===== src/rtl/can_stuff_pkg.sv =====
// Shared constants for the CAN receive-path de-stuffer.
package can_stuff_pkg;
    localparam int   STUFF_LIMIT = 5;
    localparam int   CNT_W       = 3;
    localparam logic RECESSIVE   = 1'b1;
    localparam logic DOMINANT    = 1'b0;
endpackage


===== src/rtl/can_stuff_block_sp_edge.sv =====
// SP rising-edge detector: turns a level sample-point indication into a
// single-cycle event. Used only when SP_EDGE_DETECT_EN is defined.
module sp_edge_detect (
    input  logic clk,
    input  logic reset,
    input  logic SP,
    output logic sp_event
);
    logic r_sp_q;

    // Remember the previous SP level so a long high phase yields one event.
    always_ff @(posedge clk or negedge reset) begin
        if (!reset) r_sp_q <= 1'b0;
        else        r_sp_q <= SP;
    end

    assign sp_event = SP & ~r_sp_q;
endmodule


===== src/rtl/can_stuff_block.sv =====
// CAN receive-path bit de-stuffer. Drops the bit following five equal
// consecutive bits while F_STF is high; forwards every other sample as a
// one-cycle strobe plus bit value.
// Build option SP_EDGE_DETECT_EN: defined -> SP is a level and an edge
// detector creates the sample event; undefined -> SP is already a
// one-clock strobe and is used directly.
module can_stuff_block
    import can_stuff_pkg::*;
(
    input  logic clk,
    input  logic reset,
    input  logic RX,
    input  logic SP,
    input  logic F_STF,
    output logic sp_decision,
    output logic saida
);
    logic             w_event;
    logic             w_stuff;
    logic             w_same;
    logic [CNT_W-1:0] r_cnt;
    logic             r_last;
    logic             r_sp_decision;
    logic             r_saida;

`ifdef SP_EDGE_DETECT_EN
    sp_edge_detect u_sp_edge (
        .clk      (clk),
        .reset    (reset),
        .SP       (SP),
        .sp_event (w_event)
    );
`else
    assign w_event = SP;
`endif

    // A stuff bit is the sample that follows a completed run of five.
    assign w_stuff = F_STF && (r_cnt == CNT_W'(STUFF_LIMIT));
    // Run continues only if a run is active and the level repeats.
    assign w_same  = (r_cnt != '0) && (RX == r_last);

    // Run tracking and de-stuffed output registers.
    always_ff @(posedge clk or negedge reset) begin
        if (!reset) begin
            r_sp_decision <= 1'b0;
            r_saida       <= RECESSIVE;
            r_cnt         <= '0;
            r_last        <= RECESSIVE;
        end else begin
            r_sp_decision <= 1'b0;
            if (w_event) begin
                r_last <= RX;
                if (w_stuff) begin
                    // Stuff bit (or stuff error): discarded, starts a new run.
                    r_cnt <= CNT_W'(1);
                end else begin
                    r_saida       <= RX;
                    r_sp_decision <= 1'b1;
                    if (!F_STF)     r_cnt <= '0;
                    else if (w_same) r_cnt <= r_cnt + CNT_W'(1);
                    else            r_cnt <= CNT_W'(1);
                end
            end
        end
    end

    assign sp_decision = r_sp_decision;
    assign saida       = r_saida;
endmodule


===== config.mk =====
export PLATFORM = sky130hd
export DESIGN_NAME = can_stuff_block
export DESIGN_NICKNAME = d
export VERILOG_FILES = /design/src/rtl/can_stuff_pkg.sv /design/src/rtl/can_stuff_block_sp_edge.sv /design/src/rtl/can_stuff_block.sv
export SDC_FILE = /design/constraint.sdc
export NUM_CORES = 1
export LEC_CHECK = 0
export BUFFER_PORTS_ARGS = -buffer_cell sky130_fd_sc_hd__buf_2
export CAP_MARGIN = 10
export CORE_AREA = 2 2 39 41
export CTS_CLUSTER_DIAMETER = 30
export DETAILED_ROUTE_END_ITERATION = 10
export DIE_AREA = 0 0 41 43
export PLACE_DENSITY = 0.42
export SLEW_MARGIN = 25
export SYNTH_ARGS = -nofsm -noshare
export SYNTH_HDL_FRONTEND = slang
export SYNTH_SLANG_ARGS = --single-unit

===== constraint.sdc =====
create_clock -name clk -period 3.95 [get_ports clk]
set_input_delay 0.5925 -clock clk [delete_from_list [all_inputs] [get_ports clk]]
set_output_delay 0.5925 -clock clk [all_outputs]
set_load 0.01 [all_outputs]

==> run metrics <==
CP Cell Sequence=buf_2; area of the multi-input gates=153.9 µm²; Most used DFF post-synth=dfrtp_1; CP arrival=0.87 ns; clock buffer count from CTS=3; vias per cell=4.627; Adder-Cell Fraction of Synth Area=11.81%; yosys warns=0; max incr delay on CP=0.52 ns; Skew-Pair Late Insertion Delay=0.24 ns; crit-path max FO=2; DIE WIDTH=41 µm; XOR/XNOR Fraction of Synth Area=2.756%; crit-path leading delay family=flip-flops; Worst Hold Class=in -> async; Max Root-Sink Buffers=2; Synth Area in Compound Gates=17.32%; Final Hold Slack=0.1593 ns; Setup Fix Bufs, Post-CTS=0; Area Growth Syn to Fin=22.83%; TritonCTS clock tree=built; Initial DRC Count=1; Setup Viol. Count Final=0; Rows=14; FFs w/ async S/R, synth=100.0%; Slowest cell on crit path=dfstp_2; final core utilization=28.21%; Critical path origin=saida; DR WL/cell=11.14 µm; final non-filler cell total=51; Nets=45; Layout fillers=147; Hold Vio Cnt, Final=0; sequential share of the synthesized area=48.03%; pin count of the biggest net entering global routing=7; GP Congestion=0.7494; Die H=43 µm; Slew HR=82.13%; mapped cell area=317.8 µm²; TNS Setup=0 ns; H-tree levels=1; cts repair resizes=0; post-DP HPWL=490.9 µm; port bufs=6; Die ar.=1763 µm²; Register Area=152.6 µm²; unrepaired setup endpoints after global routing=no; drt total wl=568 µm; startpoint types=flip-flop; WS Path Type=reg -> out; top-level I/O count=7; core area=1384 µm²; CTS Sinks=6; gr ovfl total=0; Cells after Synth=26; Leak=0.1806 nW; via count=236; nature of the critical path endpoint=output port; Crit path buffers/inverters=1; mux cell area share after synthesis=7.087%; reg2reg start=r_cnt[0]; Post-synth EDFFs=0; period utilization=37.15%; n_diodes=0; vias in the first global route=239; dpl cells=48; Slew Limit Fails=0; status=finished, final reports clean; Final ANT Viol Nets=0; Root Buffer=clkbuf_4; fmax=681.5 MHz; total track usage=9.211%; Syn Area/Cell=12.22 µm²; Period minus WS final=1.467 ns; #FFs+latches synth=6; DRC=0; cts-stage hold buffer count=0; worst-case clock skew=0.005781 ns; main combinational cell family by area after synthesis=compound AO/OA/AOI/OAI gates; library cells used by synthesis=19; Critical Path RT=3.36 ns; Pre-antenna DRT Iters=3; syn nets=34; simple-gate area share of the yosys netlist=9.449%; first-pass GRT wire length=972 µm; Worst-path clk slew=0.05 ns; Slew @ Worst Pin=0.2645 ns; max-cap viol count=0; layout cell share with drive strength beyond 1=42.86%; Initial Utilization=22.97%; initial antenna violation count=0; Design Power=153.5 µW; maximum vdd ir drop=0.1461 mV; P per Cell Area=393.2 nW/µm²
-- cell usage in the layout, fill, tap and decap left out --
cell type  n
a32o_1     1
nor2_1     1
a22o_1     1
mux2_1     1
o41ai_1    1
nand2b_1   1
nor3b_1    1
xor2_1     1
ha_1       3
buf_2      6
nor2b_2    1
nand2_1    1
clkbuf_4   3
o31ai_1    1
inv_1      2
inv_2      1
a31oi_2    1
dfstp_2    2
a22oi_1    1
dfrtp_1    4
mux2_2     1
-- kinds of logic (layout without fill, tap and decap cells) --
family | count (synthesis) | in the layout
AOI/OAI and AO/OA | 6 | 6
DFF | 6 | 6
and+or+nand+nor | 5 | 5
adders and majority gates | 3 | 3
buffers and inverters | 3 | 12
muxes | 2 | 2
xor gates and xnor gates | 1 | 1
-- path summary, 6_finish.rpt --
kind | to | slack [ns] | cells past startpoint
max | saida | 2.48 | 1
max reg2reg | r_cnt[2] | 2.58 | 5
min reg2reg | r_cnt[1] | 0.53 | 1
min in group clk | r_cnt[1] | 0.53 | 1
min | r_cnt[1] | 0.16 | 1
max in group asynchronous | saida | 3.57 | 1
-- metrics by stage --
step,setup slack (ns),area (µm²)
6_report,2.483,390.4
4_1_cts,2.465,390.4
2_1_floorplan,2.670,317.8
5_1_grt,2.438,390.4
3_5_place_dp,2.493,367.9
3_3_place_gp,2.503,367.9
-- area by class of cell --
type / instances / area share, %
well taps: 16 / 5.128
multi-input cells: 17 / 39.42
flip-flops and latches: 6 / 39.10
clock buffers: 3 / 5.769
inverters: 3 / 2.885
repair buffers: 6 / 7.692
-- power by group --
| group | internal, mW | total [mW] | leakage, nW | switching, mW |
|---|---|---|---|---|
| logic | 0.0122 | 0.0271 | 0.0951 | 0.0149 |
| clock network | 0.0343 | 0.0550 | 0.0138 | 0.0207 |
| registers | 0.0682 | 0.0714 | 0.0717 | 0.00319 |
-- state kept, by name, summed over array words and instances (netlist names) --
| register | cells |
|---|---|
| saida | 1 |
| r_cnt | 3 |
| r_last | 1 |
| sp_decision | 1 |
-- cell usage after synthesis (2+ instances only) --
| library cell | n | area, µm² |
|---|---|---|
| ha_1 | 3 | 37.54 |
| dfstp_2 | 2 | 52.55 |
| inv_1 | 2 | 7.510 |
| dfrtp_1 | 4 | 100.1 |
-- routing by layer --
metal / part of all wire, % / vias up / global-route usage [%]
li1: - / 111 / -
met1: 35 / 120 / 8.911
met2: 59 / 5 / 13.44
met3: 5.6 / 0 / 3.141
met4: 0 / 0 / 10.00
met5: 0 / - / 0
No activity file was read; power rests on OpenSTA's default activity.
